===== src/rtl/snake_vga_pkg.sv =====
// Shared types and constants for the snake VGA block-memory read and write paths.
// The framebuffer is a 32x24 grid of 20x20 px blocks addressed as {row, col}.
package snake_vga_pkg;

    localparam int GRID_COLS = 32;
    localparam int GRID_ROWS = 24;
    localparam int BLOCK_PX  = 20;
    localparam int ADDR_W    = 10;
    localparam int DATA_W    = 5;

    typedef enum logic {
        OP_WRITE_CELL,
        OP_CLEAR_ALL
    } fb_op_t;

    typedef struct packed {
        fb_op_t     op;
        logic [4:0] x;
        logic [4:0] y;
        logic [4:0] data;
    } fb_cmd_t;

    typedef enum logic [1:0] {
        ST_IDLE,
        ST_WRITE,
        ST_CLEAR
    } fb_state_t;

    // Row lives in the upper five address bits so the read side can scan rows linearly.
    function automatic logic [ADDR_W-1:0] cell_addr(input logic [4:0] y, input logic [4:0] x);
        return {y, x};
    endfunction

endpackage


===== src/rtl/snake_fb_writer_if.sv =====
// Command channel from game logic plus the block-memory write bus it produces.
// The master modport is the game-logic/memory side, the slave modport is the writer.
interface snake_fb_writer_if;
    import snake_vga_pkg::*;

    logic              cmd_valid;
    logic              cmd_ready;
    fb_op_t            cmd_op;
    logic [4:0]        cmd_x;
    logic [4:0]        cmd_y;
    logic [4:0]        cmd_data;

    logic              we;
    logic [ADDR_W-1:0] waddr;
    logic [DATA_W-1:0] wdata;

    modport master (
        output cmd_valid, cmd_op, cmd_x, cmd_y, cmd_data,
        input  cmd_ready, we, waddr, wdata
    );

    modport slave (
        input  cmd_valid, cmd_op, cmd_x, cmd_y, cmd_data,
        output cmd_ready, we, waddr, wdata
    );

endinterface


===== src/rtl/fb_cmd_fifo.sv =====
// Registered (non fall-through) command FIFO; a push at edge N is visible at the head
// in cycle N+1. DEPTH must be a power of two, at least 2.
module fb_cmd_fifo
    import snake_vga_pkg::*;
#(
    parameter int DEPTH = 4
) (
    input  logic    clk,
    input  logic    reset,
    input  logic    push,
    input  fb_cmd_t din,
    input  logic    pop,
    output fb_cmd_t dout,
    output logic    full,
    output logic    empty
);

    localparam int         AW      = $clog2(DEPTH);
    localparam logic [AW:0] PTR_ONE = 1;

    if (DEPTH < 2 || (DEPTH & (DEPTH - 1)) != 0) begin : g_bad_depth
        $error("fb_cmd_fifo DEPTH must be a power of two and at least 2");
    end

    fb_cmd_t     mem [DEPTH];
    logic [AW:0] wr_ptr;
    logic [AW:0] rd_ptr;
    logic        do_push;
    logic        do_pop;

    assign do_push = push && !full;
    assign do_pop  = pop && !empty;

    // Extra pointer MSB distinguishes full from empty when the index bits match.
    assign empty = (wr_ptr == rd_ptr);
    assign full  = (wr_ptr[AW] != rd_ptr[AW]) && (wr_ptr[AW-1:0] == rd_ptr[AW-1:0]);
    assign dout  = mem[rd_ptr[AW-1:0]];

    always_ff @(posedge clk or posedge reset) begin
        if (reset) begin
            wr_ptr <= '0;
            rd_ptr <= '0;
        end else begin
            if (do_push) begin
                wr_ptr <= wr_ptr + PTR_ONE;
            end
            if (do_pop) begin
                rd_ptr <= rd_ptr + PTR_ONE;
            end
        end
    end

    always_ff @(posedge clk) begin
        if (do_push) begin
            mem[wr_ptr[AW-1:0]] <= din;
        end
    end

endmodule


===== src/rtl/snake_fb_writer.sv =====
// Turns queued game-logic commands into block-memory write strobes: single-cell writes
// and a full-screen clear sweep. Define VBLANK_GATE_EN to restrict writes to vertical blank.
module snake_fb_writer
    import snake_vga_pkg::*;
#(
    parameter int GRID_COLS  = snake_vga_pkg::GRID_COLS,
    parameter int GRID_ROWS  = snake_vga_pkg::GRID_ROWS,
    parameter int FIFO_DEPTH = 4
) (
    input  logic             clk,
    input  logic             reset,
    input  logic             vblank,
    snake_fb_writer_if.slave bus,
    output logic             busy,
    output logic             clear_done,
    output logic             cmd_err
);

    localparam logic [4:0] COL_LAST = 5'(GRID_COLS - 1);
    localparam logic [4:0] ROW_LIM  = 5'(GRID_ROWS);

    fb_state_t         state;
    fb_state_t         next_state;

    fb_cmd_t           cmd_in;
    fb_cmd_t           head;
    logic              fifo_full;
    logic              fifo_empty;
    logic              push;
    logic              pop;
    logic              gate;

    logic [4:0]        sx;
    logic [4:0]        sy;
    logic [4:0]        clear_val;
    logic [4:0]        sx_n;
    logic [4:0]        sy_n;
    logic [4:0]        clear_val_n;

    logic              we_q;
    logic [ADDR_W-1:0] waddr_q;
    logic [DATA_W-1:0] wdata_q;
    logic              done_q;
    logic              err_q;
    logic              we_n;
    logic [ADDR_W-1:0] waddr_n;
    logic [DATA_W-1:0] wdata_n;
    logic              done_n;
    logic              err_n;

`ifdef VBLANK_GATE_EN
    assign gate = vblank;
`else
    logic unused_vblank;
    assign unused_vblank = vblank;
    assign gate          = 1'b1;
`endif

    assign cmd_in.op   = bus.cmd_op;
    assign cmd_in.x    = bus.cmd_x;
    assign cmd_in.y    = bus.cmd_y;
    assign cmd_in.data = bus.cmd_data;

    assign bus.cmd_ready = !fifo_full;
    assign push          = bus.cmd_valid && !fifo_full;

    fb_cmd_fifo #(
        .DEPTH (FIFO_DEPTH)
    ) u_fifo (
        .clk   (clk),
        .reset (reset),
        .push  (push),
        .din   (cmd_in),
        .pop   (pop),
        .dout  (head),
        .full  (fifo_full),
        .empty (fifo_empty)
    );

    assign bus.we     = we_q;
    assign bus.waddr  = waddr_q;
    assign bus.wdata  = wdata_q;
    assign clear_done = done_q;
    assign cmd_err    = err_q;
    assign busy       = (state != ST_IDLE) || !fifo_empty;

    always_ff @(posedge clk or posedge reset) begin
        if (reset) begin
            state     <= ST_IDLE;
            sx        <= '0;
            sy        <= '0;
            clear_val <= '0;
            we_q      <= 1'b0;
            waddr_q   <= '0;
            wdata_q   <= '0;
            done_q    <= 1'b0;
            err_q     <= 1'b0;
        end else begin
            state     <= next_state;
            sx        <= sx_n;
            sy        <= sy_n;
            clear_val <= clear_val_n;
            we_q      <= we_n;
            waddr_q   <= waddr_n;
            wdata_q   <= wdata_n;
            done_q    <= done_n;
            err_q     <= err_n;
        end
    end

    // Write outputs are computed one cycle early so the popped command's strobe
    // appears in the WRITE cycle itself; sy reaching ROW_LIM marks the sweep as finished.
    always_comb begin
        next_state  = state;
        pop         = 1'b0;
        sx_n        = sx;
        sy_n        = sy;
        clear_val_n = clear_val;
        we_n        = 1'b0;
        waddr_n     = waddr_q;
        wdata_n     = wdata_q;
        done_n      = 1'b0;
        err_n       = 1'b0;

        case (state)
            ST_IDLE: begin
                if (!fifo_empty && gate) begin
                    pop = 1'b1;
                    if (head.op == OP_CLEAR_ALL) begin
                        clear_val_n = head.data;
                        sx_n        = '0;
                        sy_n        = '0;
                        next_state  = ST_CLEAR;
                    end else begin
                        next_state = ST_WRITE;
                        if (head.y < ROW_LIM) begin
                            we_n    = 1'b1;
                            waddr_n = cell_addr(head.y, head.x);
                            wdata_n = head.data;
                        end else begin
                            err_n = 1'b1;
                        end
                    end
                end
            end

            ST_WRITE: begin
                next_state = ST_IDLE;
            end

            ST_CLEAR: begin
                if (sy == ROW_LIM) begin
                    done_n     = 1'b1;
                    next_state = ST_IDLE;
                end else if (gate) begin
                    we_n    = 1'b1;
                    waddr_n = cell_addr(sy, sx);
                    wdata_n = clear_val;
                    if (sx == COL_LAST) begin
                        sx_n = '0;
                        sy_n = sy + 5'd1;
                    end else begin
                        sx_n = sx + 5'd1;
                    end
                end
            end

            default: begin
                next_state = ST_IDLE;
            end
        endcase
    end

endmodule


===== src/flat_wrapper.sv =====
// flat-port wrapper written by rule: the top's interface ports become plain ports
module snake_fb_writer_flat import snake_vga_pkg::*;
#(
    parameter int GRID_COLS  = snake_vga_pkg::GRID_COLS,
    parameter int GRID_ROWS  = snake_vga_pkg::GRID_ROWS,
    parameter int FIFO_DEPTH = 4
)
  (clk, reset, vblank, busy, clear_done, cmd_err, bus_cmd_valid, bus_cmd_op, bus_cmd_x, bus_cmd_y, bus_cmd_data, bus_cmd_ready, bus_we, bus_waddr, bus_wdata);
  snake_fb_writer_if bus_i ();
  input  logic clk;
  input  logic reset;
  input  logic vblank;
  output logic busy;
  output logic clear_done;
  output logic cmd_err;
  input wire logic [$bits(bus_i.cmd_valid)-1:0] bus_cmd_valid;
  input wire logic [$bits(bus_i.cmd_op)-1:0] bus_cmd_op;
  input wire logic [$bits(bus_i.cmd_x)-1:0] bus_cmd_x;
  input wire logic [$bits(bus_i.cmd_y)-1:0] bus_cmd_y;
  input wire logic [$bits(bus_i.cmd_data)-1:0] bus_cmd_data;
  output wire logic [$bits(bus_i.cmd_ready)-1:0] bus_cmd_ready;
  output wire logic [$bits(bus_i.we)-1:0] bus_we;
  output wire logic [$bits(bus_i.waddr)-1:0] bus_waddr;
  output wire logic [$bits(bus_i.wdata)-1:0] bus_wdata;
  assign bus_i.cmd_valid = bus_cmd_valid;
  assign bus_i.cmd_op = bus_cmd_op;
  assign bus_i.cmd_x = bus_cmd_x;
  assign bus_i.cmd_y = bus_cmd_y;
  assign bus_i.cmd_data = bus_cmd_data;
  assign bus_cmd_ready = bus_i.cmd_ready;
  assign bus_we = bus_i.we;
  assign bus_waddr = bus_i.waddr;
  assign bus_wdata = bus_i.wdata;
  snake_fb_writer #(.GRID_COLS(GRID_COLS), .GRID_ROWS(GRID_ROWS), .FIFO_DEPTH(FIFO_DEPTH)) u_core (.clk(clk), .reset(reset), .vblank(vblank), .bus(bus_i), .busy(busy), .clear_done(clear_done), .cmd_err(cmd_err));
endmodule

===== config.mk =====
export PLATFORM = sky130hd
export DESIGN_NAME = snake_fb_writer_flat
export DESIGN_NICKNAME = d
export VERILOG_FILES = /design/src/rtl/snake_vga_pkg.sv /design/src/rtl/snake_fb_writer_if.sv /design/src/rtl/fb_cmd_fifo.sv /design/src/rtl/snake_fb_writer.sv /design/src/flat_wrapper.sv
export SDC_FILE = /design/constraint.sdc
export NUM_CORES = 1
export LEC_CHECK = 0
export CORE_MARGIN = 3
export CORE_UTILIZATION = 60
export DETAILED_ROUTE_END_ITERATION = 10
export MAX_ROUTING_LAYER = met4
export PLACE_DENSITY = 0.82
export RECOVER_POWER = 100
export SYNTH_ARGS = -nofsm -noshare
export SYNTH_HDL_FRONTEND = slang
export SYNTH_SLANG_ARGS = --single-unit
export TNS_END_PERCENT = 30

===== constraint.sdc =====
create_clock -name clk -period 4.65 [get_ports clk]
set_clock_uncertainty 0.15 [all_clocks]
set_input_delay 0.93 -clock clk [delete_from_list [all_inputs] [get_ports clk]]
set_output_delay 0.93 -clock clk [all_outputs]
set_load 0.05 [all_outputs]

==> impl_metrics.csv, run 1 <==
group,metric,value,unit
global_route,antenna_found_initial,0,
flow_run,maxCapViolCount,0,
synthesis,synth_edf_count,64,
floorplanning,initial_core_util,63.5,%
worst_setup_path,reg2reg_to,"u_core.bus.waddr[6]$_DFFE_PP0P_",
pwr,switching_share,38.2,%
min_path,hold-path-cell-count,1,
synthesis,syn_nets,318,
clocking,cts_inserted_buffers,9,
global_route,groute.usage.overall,19.3,%
timing,fmax,277,MHz
worst_setup_path,worstRegToRegCells,5,
pwr,seqPwrFrac,43.3,%
clocking,clkSinkCount,105,
worst_setup_path,end_kind,"primary output",
synthesis,synth-async-reset-ratio,39.0,%
clocking,htreeDepth,3,
synthesis,synthFlopType,"edfxtp_1",
routing,final_antenna_net_count,0,
worst_setup_path,worstPathMaxFanout,23,
global_route,grt.overflow.total,0,
timing,finalSetupViolations,0,
clocking,cts_tree,"done",
worst_setup_path,reg2reg_setup_slack,1.80,ns
pwr,clkPwrFrac,16.9,%
placement,place_hpwl,4.82,mm
floorplanning,placementRows,30,
timing,rsz0062_at_grt,"no",
synthesis,synthCells,289,
pwr,combPwrFrac,39.7,%
placement,gp_congestion,0.791,
clocking,cts_setup_buffers,0,
synthesis,ys_ff_latch,105,
clocking,ctsResizeCount,0,
worst_setup_path,critPathLaunch,"u_core.u_fifo.rd_ptr[1]$_DFFE_PP0P_",
cells_and_area,layout-drive-gt1-share,12.8,%
routing,via_per_inst,5.48,
routing,wl_per_cell,16.5,µm
floorplanning,dieArea,8460,µm²
clocking,clk_latency,0.37,ns
floorplanning,core-area,6980,µm²
clocking,ctsHoldBuffers,0,
floorplanning,die_h,92.0,µm
global_route,grt_max_degree,25,
outcome,status,"finished clean",
timing,final-hold-violation-count,0,
cells_and_area,regArea,2950,µm²
cells_and_area,nets,360,
placement,dp.cells,416,
routing,drt-initial-drc-count,131,
clocking,clockBufferDepth,2,
placement,placed_area,4880,µm²
cells_and_area,stdcell_count,432,
worst_setup_path,start_kind,"register",
synthesis,post-synth-top-count-cell,"edfxtp_1",
clocking,cts.reportedPaths.clkPinSlew,0.10,ns
cells_and_area,final_area,5030,µm²
synthesis,synth.area.top_cells,"edfxtp_1 43%, dfrtp_1 23%, mux4_2 6.1%",
cells_and_area,syn2layout_area_growth,13.4,%
worst_setup_path,endpoint,"busy",
pwr,cell_internal_pwr,1.98,mW
worst_setup_path,crit_type,"register to primary output",
floorplanning,die_x,92.0,µm
timing,period_share,77.7,%
timing,tightest_slew,1.22,ns
timing,slew_viol_final,0,
pwr,power.total,3.21,mW
synthesis,synth_commonest_cells,"64 x edfxtp_1, 56 x nand2_1, 41 x dfrtp_1, 14 x o21ai_0, 13 x mux2_2",
cells_and_area,diodes,0,
synthesis,syn_avg_cell_area,15.3,µm²
cells_and_area,fillers,490,
timing,finalHoldWorstSlack,0.343,ns
worst_setup_path,r2r_start,"u_core.u_fifo.rd_ptr[0]$_DFFE_PP0P_",
synthesis,yosysTopAreaCell,"edfxtp_1",
pwr,vdd_drop_max,325,µV
routing,wl,7.11,mm
routing,drt-pass1-iter-count,4,
floorplanning,ios,40,
timing,tns,0,ns
worst_setup_path,cp_data_required_time,3.57,ns
min_path,hold_class,"register to register",
routing,vias,2368,
timing,setup_ws,1.04,ns
global_route,grt_pass1_wl,12.1,mm
synthesis,yosysSeqAreaShare,66.5,%
placement,place_worst_setup_slack,1.54,ns
synthesis,yosysWarnings,0,
pwr,power_density,638,nW/µm²
routing,drc,0,
synthesis,yosysTopAreaCellShare,43.4,%
clocking,ctsRootBufferMaster,"clkbuf_8",
placement,portBuffers,38,
pwr,p_leak,1.99,nW
cells_and_area,final_core_util,72.0,%
worst_setup_path,critPathArrivalTime,2.53,ns
pwr,switchingPower,1.22,mW
cells_and_area,multi_input_area,1340,µm²
timing,maxSlewHeadroom,19.0,%
global_route,grt_pass1_vias,2446,
timing,period_minus_slack,3.61,ns
synthesis,synth_area,4430,µm²
synthesis,synth.distinct_cells,36,
==> layout by cell type, fill, tap and decap left out, types with 4 or more instances in the layout <==
cell type,instances
mux2_1,9
mux4_1,4
edfxtp_1,64
and3_1,6
nand2_1,56
mux4_2,12
nand3_1,6
inv_8,4
nor2_1,4
ha_1,9
dfrtp_1,41
o21ai_0,16
mux2_2,13
clkbuf_8,9
xor2_1,4
inv_1,8
dlygate4sd3_1,37
==> routing by layer <==
metal | track usage [%] | routed length, µm
met4 | 5.82 | 82
met1 | 24.2 | 3090
met5 | - | 0
met2 | 30.5 | 3530
met3 | 6.07 | 407
==> critical path, cell delays in order (launching register included) <==
cell and delay, ns:
dfrtp_1 0.38, buf_4 0.23, xor2_1 0.22, nor3_1 0.42, nand3_1 0.15, dlygate4sd3_1 0.78
==> worst min-delay path by stage <==
stage | startpoint | to | slack, ns
2_1_floorplan | u_core.sx[3]$_DFFE_PP0P_ | u_core.sx[3]$_DFFE_PP0P_ | 0.31
5_1_grt | u_core.bus.wdata[2]$_DFFE_PP0P_ | u_core.bus.wdata[2]$_DFFE_PP0P_ | 0.37
3_3_place_gp | u_core.u_fifo.wr_ptr[2]$_DFFE_PP0P_ | u_core.u_fifo.wr_ptr[2]$_DFFE_PP0P_ | 0.32
3_5_place_dp | u_core.u_fifo.rd_ptr[2]$_DFFE_PP0P_ | u_core.u_fifo.rd_ptr[2]$_DFFE_PP0P_ | 0.33
4_1_cts | u_core.u_fifo.rd_ptr[2]$_DFFE_PP0P_ | u_core.u_fifo.rd_ptr[2]$_DFFE_PP0P_ | 0.35
6_report | u_core.bus.wdata[4]$_DFFE_PP0P_ | u_core.bus.wdata[4]$_DFFE_PP0P_ | 0.34
==> state kept, by name (all words and copies together) (netlist names) <==
signal / cells
u_core.u_fifo.mem: 64
u_core.bus.waddr: 10
u_core.bus.wdata: 5
u_core.clear_val: 5
u_core.sx: 5
u_core.sy: 5
u_core.u_fifo.rd_ptr: 3
u_core.u_fifo.wr_ptr: 3
u_core.state: 2
u_core.bus.we: 1
u_core.clear_done: 1
u_core.cmd_err: 1
==> power groups by stage <==
stage / clock network, mW / logic, mW / registers [mW]
after global routing: 0.603 / 1.40 / 1.42
final: 0.543 / 1.27 / 1.39
after CTS: 0.558 / 1.41 / 1.40
after detailed placement: 0 / 1.41 / 1.42
after global placement: 0 / 1.37 / 1.40
after floorplan: 0 / 0.877 / 1.59
==> layout make-up <==
cell class / count / share of cell area (%)
Clock inverter: 6 / 1.24
Inverter: 8 / 0.597
Timing Repair Buffer: 41 / 7.94
Clock buffer: 10 / 2.54
Multi-Input combinational cell: 166 / 26.7
Sequential cell: 105 / 58.6
Tap cell: 96 / 2.39
==> logic make-up after synthesis <==
logic type	after synthesis	share of synthesized area, %
AO/OA/AOI/OAI	26	3.73
XOR/XNOR	7	1.38
adder cells (fa/ha/maj)	9	2.54
buffers and inverters	18	2.29
flip-flops	105	66.5
multiplexers	38	14.8
AND/OR/NAND/NOR	86	8.75
No activity file was read; power rests on OpenSTA's default activity.
==> run 2: changes to the inputs <==
--- a/config.mk
+++ b/config.mk
@@ -6,10 +6,10 @@
 export NUM_CORES = 1
 export LEC_CHECK = 0
 export CORE_MARGIN = 3
-export CORE_UTILIZATION = 60
+export CORE_UTILIZATION = 51
 export DETAILED_ROUTE_END_ITERATION = 10
 export MAX_ROUTING_LAYER = met4
-export PLACE_DENSITY = 0.82
+export PLACE_DENSITY = 0.74
 export RECOVER_POWER = 100
 export SYNTH_ARGS = -nofsm -noshare
 export SYNTH_HDL_FRONTEND = slang
==> constraint.sdc (replaced) <==
create_clock -name clk -period 2.9 [get_ports clk]
set_clock_uncertainty 0.15 [all_clocks]
set_input_delay 0.58 -clock clk [delete_from_list [all_inputs] [get_ports clk]]
set_output_delay 0.58 -clock clk [all_outputs]
set_load 0.05 [all_outputs]
==> impl_metrics.csv, run 2 (same netlist as run 1, synthesis figures left out) <==
group,metric,value,unit
routing,vias,2466,
outcome,status,"finished clean",
cells_and_area,stdcell_count,449,
min_path,hold_class,"register to register",
floorplanning,placementRows,33,
cells_and_area,largest_reg_flops,64,
clocking,cts_inserted_buffers,9,
cells_and_area,layout_commonest_cell,"edfxtp_1",
timing,finalHoldWorstSlack,0.344,ns
placement,place_hpwl,5.11,mm
timing,period_minus_slack,2.72,ns
floorplanning,core-area,8340,µm²
clocking,cts_setup_buffers,0,
routing,drt-pass1-iter-count,4,
global_route,groute.usage.overall,16.9,%
cells_and_area,final_cell_mix,"64 x edfxtp_1, 56 x nand2_1, 41 x dfrtp_1",
routing,via_per_inst,5.49,
worst_setup_path,crit_slowest_cell,"dfrtp_1",
placement,portBuffers,38,
flow_run,maxCapViolCount,0,
routing,wl,7.44,mm
worst_setup_path,critPathArrivalTime,1.99,ns
worst_setup_path,worstPathMaxFanout,8,
clocking,ctsResizeCount,0,
clocking,htreeDepth,3,
routing,wl_per_cell,16.6,µm
clocking,cts.reportedPaths.clkPinSlew,0.10,ns
timing,final-hold-violation-count,0,
worst_setup_path,start_kind,"register",
clocking,clockBufferDepth,2,
timing,tns,0,ns
floorplanning,dieArea,9850,µm²
routing,drc,0,
cells_and_area,nets,368,
cells_and_area,diodes,0,
routing,final_antenna_net_count,0,
cells_and_area,fillers,644,
cells_and_area,multi_input_area,1350,µm²
cells_and_area,layout-drive-gt1-share,15.7,%
timing,finalSetupViolations,0,
floorplanning,die_h,99.2,µm
clocking,ctsRootBufferMaster,"clkbuf_8",
clocking,clkSinkCount,105,
clocking,ctsHoldBuffers,0,
placement,placed_area,4960,µm²
worst_setup_path,critPathMaxStageDelay,0.41,ns
cells_and_area,syn2layout_area_growth,14.7,%
timing,fmax,367,MHz
pwr,p_leak,2.03,nW
worst_setup_path,worstPathCellList,"inv_1 -> ha_1 -> and4b_1 -> a21oi_2 -> nand3_1 -> buf_2",
floorplanning,die_x,99.2,µm
global_route,grt.overflow.total,0,
global_route,grt_pass1_wl,12.4,mm
clocking,clk_latency,0.36,ns
floorplanning,ios,40,
cells_and_area,regArea,2950,µm²
placement,dp.cells,433,
timing,period_share,93.8,%
timing,maxSlewHeadroom,44.7,%
global_route,grt_max_degree,22,
timing,slew_viol_final,0,
timing,rsz0062_at_grt,"no",
floorplanning,initial_core_util,53.2,%
clocking,cts_tree,"done",
placement,gp_congestion,0.833,
timing,tightest_slew,0.821,ns
worst_setup_path,end_kind,"primary output",
global_route,grt_pass1_vias,2408,
global_route,antenna_found_initial,0,
worst_setup_path,reg2reg_setup_slack,0.35,ns
timing,setup_ws,0.179,ns
pwr,power_density,1020,nW/µm²
worst_setup_path,crit_type,"register to primary output",
pwr,vdd_drop_max,436,µV
worst_setup_path,cp_data_required_time,2.17,ns
cells_and_area,final_area,5080,µm²
placement,place_worst_setup_slack,0.561,ns
routing,drt-initial-drc-count,99,
==> run 2: changes by cell type in the layout (fill, tap and decap cells not counted), moves of 2 or more <==
| cell | before | now |
|---|---|---|
| clkbuf_2 | 0 | 5 |
| clkinv_4 | 0 | 2 |
| dlygate4sd3_1 | 37 | 35 |
| inv_8 | 4 | 1 |
| mux2_1 | 9 | 7 |
| mux2_4 | 0 | 2 |
==> run 2: path summary, 6_finish.rpt <==
| kind | startpoint | end | cells after the start |
|---|---|---|---|
| min in group asynchronous | reset | u_core.bus.waddr[3]$_DFFE_PP0P_ | 2 |
| worst min-delay path | u_core.u_fifo.rd_ptr[2]$_DFFE_PP0P_ | u_core.u_fifo.rd_ptr[2]$_DFFE_PP0P_ | 1 |
| worst max register to register | u_core.u_fifo.rd_ptr[0]$_DFFE_PP0P_ | u_core.bus.waddr[6]$_DFFE_PP0P_ | 6 |
| max in group asynchronous | reset | u_core.sy[1]$_DFFE_PP0P_ | 3 |
| worst max-delay path | u_core.sy[0]$_DFFE_PP0P_ | busy | 6 |
| worst min register to register | u_core.u_fifo.rd_ptr[2]$_DFFE_PP0P_ | u_core.u_fifo.rd_ptr[2]$_DFFE_PP0P_ | 1 |
==> run 2: power by group <==
| part | switching (mW) | internal (mW) | leakage [nW] |
|---|---|---|---|
| combinational | 1.24 | 0.844 | 0.838 |
| sequential | 0.214 | 2.04 | 1.10 |
| clock | 0.509 | 0.347 | 0.0948 |
==> run 2: final cells by class <==
class                   count  area share (%)
clock buffers              10            2.71
well taps                 105            2.58
repair buffers             49            8.66
clock inverters             6           0.984
inverters                   8           0.591
flip-flops and latches    105            58.0
multi-input cells         166            26.5
==> run 2: layer usage <==
| metal | track usage, % | part of all wire, % | vias up |
|---|---|---|---|
| met5 | - | 0 | - |
| met4 | 5.67 | 1.4 | 0 |
| met3 | 4.00 | 4.6 | 9 |
| met2 | 24.9 | 48 | 53 |
| li1 | - | - | 1168 |
| met1 | 23.3 | 46 | 1236 |
==> run 2: critical path: cells and delay by family, from the launching register on <==
kind,cells,cell delay [ns]
AO/OA/AOI/OAI,1,0.33
adder cells (fa/ha/maj),1,0.20
buffers and inverters,2,0.31
AND/OR/NAND/NOR,2,0.38
flip-flops,1,0.41
==> run 2: metrics by stage <==
| step | util [%] | power, mW |
|---|---|---|
| finish | 61.0 | 5.19 |
| global route | 61.0 | 5.55 |
| CTS | 61.8 | 5.44 |
| detailed placement | 59.5 | 4.60 |
| global placement | 59.5 | 4.54 |
| floorplan | - | 3.96 |
==> run 3: changes to the inputs <==
--- a/config.mk
+++ b/config.mk
@@ -6,11 +6,12 @@
 export NUM_CORES = 1
 export LEC_CHECK = 0
 export CORE_MARGIN = 3
-export CORE_UTILIZATION = 51
+export CORE_UTILIZATION = 60
 export DETAILED_ROUTE_END_ITERATION = 10
 export MAX_ROUTING_LAYER = met4
-export PLACE_DENSITY = 0.74
+export PLACE_DENSITY = 0.82
 export RECOVER_POWER = 100
+export SKIP_CTS_REPAIR_TIMING = 1
 export SYNTH_ARGS = -nofsm -noshare
 export SYNTH_HDL_FRONTEND = slang
 export SYNTH_SLANG_ARGS = --single-unit
==> constraint.sdc (replaced) <==
create_clock -name clk -period 3.32 [get_ports clk]
set_clock_uncertainty 0.15 [all_clocks]
set_input_delay 0.664 -clock clk [delete_from_list [all_inputs] [get_ports clk]]
set_output_delay 0.664 -clock clk [all_outputs]
set_load 0.05 [all_outputs]
==> impl_metrics.csv, run 3 (same netlist as run 1, synthesis figures left out) <==
group,metric,value,unit
floorplanning,die_x,92.0,µm
global_route,grt.overflow.total,0,
worst_setup_path,crit_family,"flip-flops",
worst_setup_path,critPathMaxStageDelay,0.72,ns
timing,final-hold-violation-count,0,
outcome,status,"finished clean",
pwr,power_density,898,nW/µm²
global_route,groute.usage.overall,20.3,%
routing,via_per_inst,5.58,
clocking,ctsRootBufferMaster,"clkbuf_8",
floorplanning,ios,40,
routing,drt-pass1-iter-count,4,
clocking,htreeDepth,3,
worst_setup_path,critPathArrivalTime,2.16,ns
pwr,power.total,4.53,mW
cells_and_area,final_cell_mix,"64 x edfxtp_1, 56 x nand2_1, 41 x dfrtp_1",
worst_setup_path,cp_data_required_time,2.51,ns
timing,rsz0062_at_grt,"no",
clocking,cts_tree,"done",
timing,slew_viol_final,0,
worst_setup_path,worstPathCellList,"xor2_1 -> nor2_1 -> nand2_1 -> clkbuf_1",
floorplanning,die_h,92.0,µm
floorplanning,placementRows,30,
timing,tightest_slew,1.04,ns
cells_and_area,diodes,0,
clocking,clk_latency,0.37,ns
worst_setup_path,worstPathMaxFanout,15,
placement,dp.cells,421,
clocking,clockBufferDepth,2,
routing,drc,0,
global_route,grt_pass1_vias,2560,
routing,final_antenna_net_count,0,
placement,placed_area,4920,µm²
clocking,cts_inserted_buffers,9,
worst_setup_path,crit_type,"register to primary output",
worst_setup_path,crit_slowest_cell,"dfrtp_1",
global_route,antenna_found_initial,0,
floorplanning,dieArea,8460,µm²
clocking,cts.reportedPaths.clkPinSlew,0.10,ns
routing,wl_per_cell,17.3,µm
floorplanning,initial_core_util,63.5,%
cells_and_area,syn2layout_area_growth,13.8,%
routing,drt-initial-drc-count,135,
timing,tns,0,ns
clocking,clkSinkCount,105,
timing,period_share,89.4,%
flow_run,maxCapViolCount,0,
timing,fmax,337,MHz
worst_setup_path,start_kind,"register",
timing,period_minus_slack,2.97,ns
global_route,grt_pass1_wl,12.7,mm
timing,maxSlewHeadroom,30.3,%
routing,wl,7.56,mm
cells_and_area,final_area,5050,µm²
global_route,grt_max_degree,42,
cells_and_area,largest_reg_flops,64,
timing,finalHoldWorstSlack,0.340,ns
placement,portBuffers,38,
cells_and_area,nets,365,
pwr,p_leak,2.00,nW
placement,place_hpwl,5.16,mm
placement,gp_congestion,0.814,
timing,finalSetupViolations,0,
worst_setup_path,path_buf_inv,1,
floorplanning,core-area,6980,µm²
pwr,vdd_drop_max,609,µV
routing,vias,2439,
cells_and_area,layout_commonest_cell,"edfxtp_1",
worst_setup_path,end_kind,"primary output",
cells_and_area,layout-drive-gt1-share,13.8,%
min_path,hold_class,"register to register",
cells_and_area,stdcell_count,437,
==> run 3: worst register-to-register path, stage by stage, from the launching register on <==
cell      delay (ns)
dfrtp_1         0.72
xor2_1          0.33
nor2_1          0.09
nand2_1         0.16
and3_1          0.17
clkbuf_1        0.76
==> run 3: power breakdown <==
group          switching, mW  internal, mW
clock                  0.453         0.291
combinational           1.09         0.701
sequential             0.207          1.79
total                   1.75          2.78
==> run 3: per-layer routing <==
layer  part of all wire (%)  track usage [%]  vias up
met3                    4.3             5.33       10
met5                      0                -        -
met4                    1.4             6.19        0
li1                       -                -     1157
met1                     44             25.9     1220
met2                     50             32.5       52
==> run 3: final cells by class <==
| class | count | area (µm²) |
|---|---|---|
| timing repair buffer | 46 | 414 |
| clock buffer | 10 | 128 |
| fill | 463 | 1940 |
| sequential | 105 | 2950 |
| clock inverter | 6 | 61.3 |
| inverter | 8 | 30.0 |
| multi-input combinational | 166 | 1350 |
| tap | 96 | 120 |
==> run 3: metrics by stage <==
step,utilization [%],worst slack (ns)
final,72.3,0.351
after CTS,73.1,0.469
after global placement,70.4,0.924
after floorplan,-,0.939
after global routing,72.3,0.210
after detailed placement,70.4,0.885
==> run 3: final timing paths <==
kind | cells past startpoint | endpoint | slack (ns) | start
max | 4 | bus_cmd_ready | 0.35 | u_core.u_fifo.rd_ptr[1]$_DFFE_PP0P_
min | 1 | u_core.u_fifo.wr_ptr[2]$_DFFE_PP0P_ | 0.34 | u_core.u_fifo.wr_ptr[2]$_DFFE_PP0P_
max reg2reg | 5 | u_core.u_fifo.mem[0][2]$_DFFE_PP_ | 0.56 | u_core.u_fifo.rd_ptr[1]$_DFFE_PP0P_
min reg2reg | 1 | u_core.u_fifo.wr_ptr[2]$_DFFE_PP0P_ | 0.34 | u_core.u_fifo.wr_ptr[2]$_DFFE_PP0P_
max in group asynchronous | 3 | u_core.bus.wdata[0]$_DFFE_PP0P_ | 1.51 | reset
min in group asynchronous | 3 | u_core.sx[2]$_DFFE_PP0P_ | 0.89 | reset
==> RTL change 1, RTL diff (settings of run 2) <==
`FIFO_DEPTH` is set to 4 in 2 places; all go to 8.
--- a/src/rtl/snake_fb_writer.sv
+++ b/src/rtl/snake_fb_writer.sv
@@ -5,7 +5,7 @@
 #(
     parameter int GRID_COLS  = snake_vga_pkg::GRID_COLS,
     parameter int GRID_ROWS  = snake_vga_pkg::GRID_ROWS,
-    parameter int FIFO_DEPTH = 4
+    parameter int FIFO_DEPTH = 8
 ) (
     input  logic             clk,
     input  logic             reset,
--- a/src/flat_wrapper.sv
+++ b/src/flat_wrapper.sv
@@ -3,7 +3,7 @@
 #(
     parameter int GRID_COLS  = snake_vga_pkg::GRID_COLS,
     parameter int GRID_ROWS  = snake_vga_pkg::GRID_ROWS,
-    parameter int FIFO_DEPTH = 4
+    parameter int FIFO_DEPTH = 8
 )
   (clk, reset, vblank, busy, clear_done, cmd_err, bus_cmd_valid, bus_cmd_op, bus_cmd_x, bus_cmd_y, bus_cmd_data, bus_cmd_ready, bus_we, bus_waddr, bus_wdata);
   snake_fb_writer_if bus_i ();
Behaviour: not the same (a bounded check fails within 10 cycles, from zero or initial values and one cycle with reset high).
==> RTL change 1 against run 2 <==
Combinational power is 54% higher; area after synthesis increased by 55%; design area grew 59%; critical endpoint is now bus_cmd_ready; worst setup slack improved by 0.041 ns; sequential cell count increased by 66; count of clock-buffer cells in the layout rose by 10; total power is 71% higher; via count up 45%; global-route usage rose by 2.6 points; wire length increased by 70%; die area up 51%.
==> RTL change 1: results (changes against run 2) <==
| Group | Metric | This run | Change |
| --- | --- | --- | --- |
| critical path | Crit path largest cell delay | 0.58 ns | +0.17 ns |
| placed design | HPWL after DPL | 8060 um | +58% |
| global route | Pin count of the biggest net entering global routing | 38 | +73% |
| critical path | Slowest-stage cell, CP | or4_1 |  |
| clock tree | Clock tree root buffer cell | clkbuf_16 |  |
| global route | Via count of the first global-routing pass | 3574 | +48% |
| min path | Path class of the lowest-slack min-delay path | reg2reg |  |
| cells and area | Flip-flop count of the largest register, all copies and words added | 128 | +100% |
| logic synthesis | Fraction of the yosys area taken by sequential cells | 71.6% | +5.1 points |
| cells and area | Fraction of layout cells with a size suffix above 1 | 18.4% | +2.7 points |
| pwr | Lkg Pwr | 2.91 nW | +43% |
| logic synthesis | Most frequent cells after synthesis | edfxtp_1 (128), dfrtp_1 (43), mux4_2 (32) |  |
| pwr | Worst IR drop on VDD | 670 uV | +54% |
| clock tree | Count of H-tree levels built during CTS | 4 | +1 |
| global route | Wire length of the first global-routing pass | 20300 um | +65% |
| logic synthesis | Most area-consuming cells after synthesis | edfxtp_1 (56%), dfrtp_1 (16%), mux4_2 (10%), mux2i_1 (2.3%), mux2_1 (2.0%) |  |
| logic synthesis | Number of distinct library cells after synthesis | 39 | +8.3% |
| pwr | Switching share of power | 34.2% | -3.6 points |
| global route | Total routing usage reported by global routing | 19.5% | +2.6 points |
| critical path | Worst-path fanout max | 7 | -1 |
| clock tree | Total of cells resized after clock tree synthesis | 0 | unchanged |
| logic synthesis | Number of enable-type register cells in the synthesized netlist | 128 | +100% |
| outcome | Result of the run | completed |  |
| placed design | Placer congestion estimate | 0.759 | -8.9% |
| logic synthesis | Syn_nets | 415 | +31% |
| logic synthesis | Post-synth ARST share | 25.1% | -14 points |
| placed design | Post-place setup slack | 0.290 ns | -0.271 ns |
| detailed routing | Iteration-0 DRC Markers | 304 | +210% |
| detailed routing | Detailed Route WL | 12600 um | +70% |
| detailed routing | Via-to-Cell Ratio | 5.64 | +2.6% |
| clock tree | Clock network latency to the later pin of the worst-skew pair | 0.42 ns | +0.06 ns |
| sta | Max-slew headroom at the worst pin | 3.02% | -42 points |
| cells and area | Count of fill cells added during filler insertion | 895 | +39% |
| clock tree | CTS Buf Count | 17 | +8 |
| clock tree | Post-CTS clock slew at the launch and capture registers of the worst setup and hold paths | 0.06 ns | -0.04 ns |
| cells and area | Total number of nets in the final design | 475 | +29% |
| critical path | Data arrival time at the worst-slack endpoint | 1.95 ns | -0.04 ns |
==> RTL change 1: changes by cell type after synthesis, sizes merged, moves of 4 or more <==
cell and change:
a21oi +7, inv -4, mux2i +16, nor2 +15, edfxtp +64, and3 -5
buf +6, nand2 -28, and2 -4, mux4 +16
==> RTL change 1: metrics by stage <==
step,setup TNS (ns),area [um^2],std cells,hold WS (ns),util [%]
3_5_place_dp,0,7550,602,0.325,58.6
5_1_grt,0,8080,634,0.360,62.7
6_report,0,8080,634,0.330,62.7
3_3_place_gp,0,7550,602,0.313,58.6
4_1_cts,0,8130,634,0.343,63.2
2_1_floorplan,-2.80,6880,389,0.301,-
==> RTL change 1: layout make-up <==
type	instances	area share (%)
Sequential cell	171	60.9
Multi-Input combinational cell	195	22.7
Timing Repair Buffer	60	6.28
Clock buffer	20	5.41
Tap cell	172	2.67
Clock inverter	12	1.81
Inverter	4	0.186
==> RTL change 1: final timing paths <==
path                                          from                 endpoint  slack (ns)  cells after the start
setup / recovery           u_core.u_fifo.wr_ptr[2]            bus_cmd_ready        0.22                      3
hold / removal                 u_core.bus.waddr[9]      u_core.bus.waddr[9]        0.33                      1
setup reg to reg           u_core.u_fifo.rd_ptr[0]      u_core.bus.wdata[0]        0.23                      6
hold reg to reg                u_core.bus.waddr[9]      u_core.bus.waddr[9]        0.33                      1
max in group asynchronous                    reset  u_core.u_fifo.rd_ptr[0]        0.76                      2
min in group asynchronous                    reset             u_core.sy[4]        0.88                      2
==> RTL change 1: worst max-delay path: cells and delay by family (launching register included) <==
kind	cells	cell delay [ns]
xor+xnor	1	0.20
simple gates	1	0.58
buf+inv	1	0.27
flops	1	0.47
==> RTL change 1: power groups by stage <==
stage                     clock (mW)  sequential [mW]  combinational [mW]
final                           2.22             3.47                3.20
after floorplan                    0             3.80                2.07
after CTS                       2.27             3.48                3.34
after global placement             0             3.50                3.25
after detailed placement           0             3.53                3.33
after global routing            2.37             3.53                3.48
==> RTL change 1: logic make-up (layout without fill, tap and decap cells) <==
group | after synthesis | after routing | share of synthesized area, %
buf+inv | 23 | 96 | 1.66
flops | 171 | 171 | 71.6
xor+xnor | 10 | 10 | 1.28
simple gates | 76 | 76 | 5.16
compound gates | 35 | 35 | 3.08
mux | 68 | 68 | 16.1
fa+ha+maj | 6 | 6 | 1.09
==> RTL change 1: layer usage <==
layer	vias to the layer above	wire length, um	global-route usage [%]
li1	1636	-	-
met1	1826	5580	26.5
met4	0	186	8.33
met3	14	691	4.09
met2	97	6180	28.9
met5	-	0	-
==> RTL change 2, RTL diff (settings of run 2) <==
Without the edit above. `waddr_q` no longer has a reset.
--- a/src/rtl/snake_fb_writer.sv
+++ b/src/rtl/snake_fb_writer.sv
@@ -91,7 +91,6 @@
             sy        <= '0;
             clear_val <= '0;
             we_q      <= 1'b0;
-            waddr_q   <= '0;
             wdata_q   <= '0;
             done_q    <= 1'b0;
             err_q     <= 1'b0;
@@ -101,11 +100,14 @@
             sy        <= sy_n;
             clear_val <= clear_val_n;
             we_q      <= we_n;
-            waddr_q   <= waddr_n;
             wdata_q   <= wdata_n;
             done_q    <= done_n;
             err_q     <= err_n;
         end
+    end
+
+    always_ff @(posedge clk) begin
+        waddr_q <= waddr_n;
     end
 
     // Write outputs are computed one cycle early so the popped command's strobe
Behaviour: differs if reset is asserted again (counterexample within 4 cycles, from zero or initial values and one cycle with reset high); with reset held inactive, the same outputs for 10 cycles.
==> RTL change 2 against run 2 <==
The run now ends with max-capacitance violations, max-slew violations left; design area hardly changed; total power down 2.4%; sequential power up 2%; sequential cell count unchanged; worst setup slack improved by 0.20 ns; sequential share of layout area increased by 0.93 points; wire length shrank 5.2%; register-to-register slack improved by 0.10 ns; critical path depth decreased by 3; via count is 6.0% lower; area after synthesis shrank 1.2%; die area down 1.2%; largest power group unchanged.
==> RTL change 2: results (changes against run 2) <==
| Group | Metric | This run | Change |
| --- | --- | --- | --- |
| global route | Antenna violations before repair | 0 | unchanged |
| clock tree | Number of buffers inserted to repair setup after CTS | 0 | unchanged |
| critical path | Crit path largest cell delay | 0.53 ns | +0.12 ns |
| cells and area | Fraction of layout cells with a size suffix above 1 | 15.4% | -0.31 points |
| placed design | Total cell area at the placement stage | 4950 um^2 | -0.28% |
| placed design | Placer congestion estimate | 0.847 | +1.7% |
| placed design | HPWL after DPL | 4790 um | -6.2% |
| clock tree | Clock network latency to the later pin of the worst-skew pair | 0.36 ns | about the same |
| logic synthesis | Most frequent cells after synthesis | edfxtp_1 (74), nand2_1 (44), dfrtp_1 (31) |  |
| clock tree | Clock tree root buffer cell | clkbuf_8 |  |
| placed design | Post-place setup slack | 0.406 ns | -0.155 ns |
| cells and area | Total number of nets in the final design | 349 | -5.2% |
| detailed routing | Met1 Routed Length | 3280 um | -3.5% |
| detailed routing | Met2 routed wirelength | 3420 um | -4.8% |
| global route | Pin count of the biggest net entering global routing | 32 | +45% |
| detailed routing | Detailed Route WL | 7050 um | -5.2% |
| cells and area | Number of cells in the finished layout apart from fillers | 430 | -4.2% |
| pwr | Portion of total power attributed to sequential cells | 45.1% | +1.7 points |
| sta | Max-slew headroom at the worst pin | -14.9% | -60 points |
| logic synthesis | Post-synth ARST share | 29.5% | -9.5 points |
| pwr | Combinational share of power | 38.7% | -1.4 points |
| pwr | Switching share of power | 37.1% | -0.73 points |
| detailed routing | Iteration-0 DRC Markers | 86 | -13% |
| logic synthesis | Average cell area after synthesis | 16.2 um^2 | +5.3% |
| logic synthesis | Most area-consuming cells after synthesis | edfxtp_1 (51%), dfrtp_1 (18%), mux4_2 (5.7%), nand2_1 (3.8%), mux2_2 (3.1%) |  |
| critical path | Data arrival time at the worst-slack endpoint | 1.79 ns | -0.20 ns |
| flow run | Count of maximum capacitance violations | 1 | +1 |
| global route | Wire length of the first global-routing pass | 11700 um | -5.1% |
| outcome | Violations in the final reports | max-capacitance violations, max-slew violations |  |
| logic synthesis | Number of distinct library cells after synthesis | 42 | +17% |
| logic synthesis | Fraction of the yosys area taken by sequential cells | 68.5% | +2.0 points |
| pwr | Lkg Pwr | 1.97 nW | -3.2% |
| pwr | Power density over the cells | 996 nW/um^2 | -2.5% |
| outcome | Result of the run | finished with violations |  |
| detailed routing | Length of the first detailed-routing pass in iterations | 4 | unchanged |
| detailed routing | Highest routed metal layer | met4 |  |
| placed design | DP Cell Count | 414 | -4.4% |
| critical path | Worst-path fanout max | 9 | +1 |
| sta | Slew Viols, Final | 32 | +32 |
| logic synthesis | Syn_nets | 300 | -5.7% |
| detailed routing | Met3 routed wirelength | 273 um | -20% |
| detailed routing | Vias post-DR | 2317 | -6.0% |
| min path | Path class of the lowest-slack min-delay path | reg2reg |  |
| logic synthesis | Number of enable-type register cells in the synthesized netlist | 74 | +16% |
| pwr | Worst IR drop on VDD | 393 uV | -9.8% |
| global route | Total routing usage reported by global routing | 16.1% | -0.80 points |
==> RTL change 2: logic make-up (layout without fill, tap and decap cells) <==
group / after synthesis / after routing / synth area share (%)
compound gates: 23 / 23 / 4.46
fa+ha+maj: 9 / 9 / 2.57
xor+xnor: 10 / 10 / 2.00
simple gates: 73 / 73 / 8.12
flops: 105 / 105 / 68.5
mux: 31 / 31 / 12.4
buf+inv: 20 / 74 / 1.94
==> RTL change 2: final timing paths <==
check | end | slack (ns) | startpoint | cells after the start
worst max-delay path | busy | 0.38 | u_core.u_fifo.rd_ptr[1] | 3
worst min-delay path | u_core.bus.wdata[2] | 0.36 | u_core.bus.wdata[2] | 1
worst max register to register | u_core.bus.waddr[9] | 0.45 | u_core.u_fifo.rd_ptr[0] | 4
worst min register to register | u_core.bus.wdata[2] | 0.36 | u_core.bus.wdata[2] | 1
max in group asynchronous | u_core.sy[2] | 0.63 | reset | 3
min in group asynchronous | u_core.bus.we | 0.97 | reset | 3
==> RTL change 2: critical path: cells and delay by family, from the launching register on <==
family / cells / cell delay, ns
flip-flops: 1 / 0.53
buffers and inverters: 1 / 0.34
XOR/XNOR: 1 / 0.41
AND/OR/NAND/NOR: 1 / 0.15
==> RTL change 2: layer usage <==
metal / global-route usage, % / vias to the layer above
met5: - / -
met4: 4.62 / 0
met3: 3.96 / 8
met2: 24.6 / 38
met1: 21.6 / 1149
li1: - / 1122
==> RTL change 2: final cells by class <==
cell class,count,area (um^2)
Fill cell,631,3170
Sequential cell,105,3000
Multi-Input combinational cell,146,1290
Timing Repair Buffer,48,455
Tap cell,105,131
Clock buffer,9,124
Clock inverter,7,56.3
Inverter,10,37.5
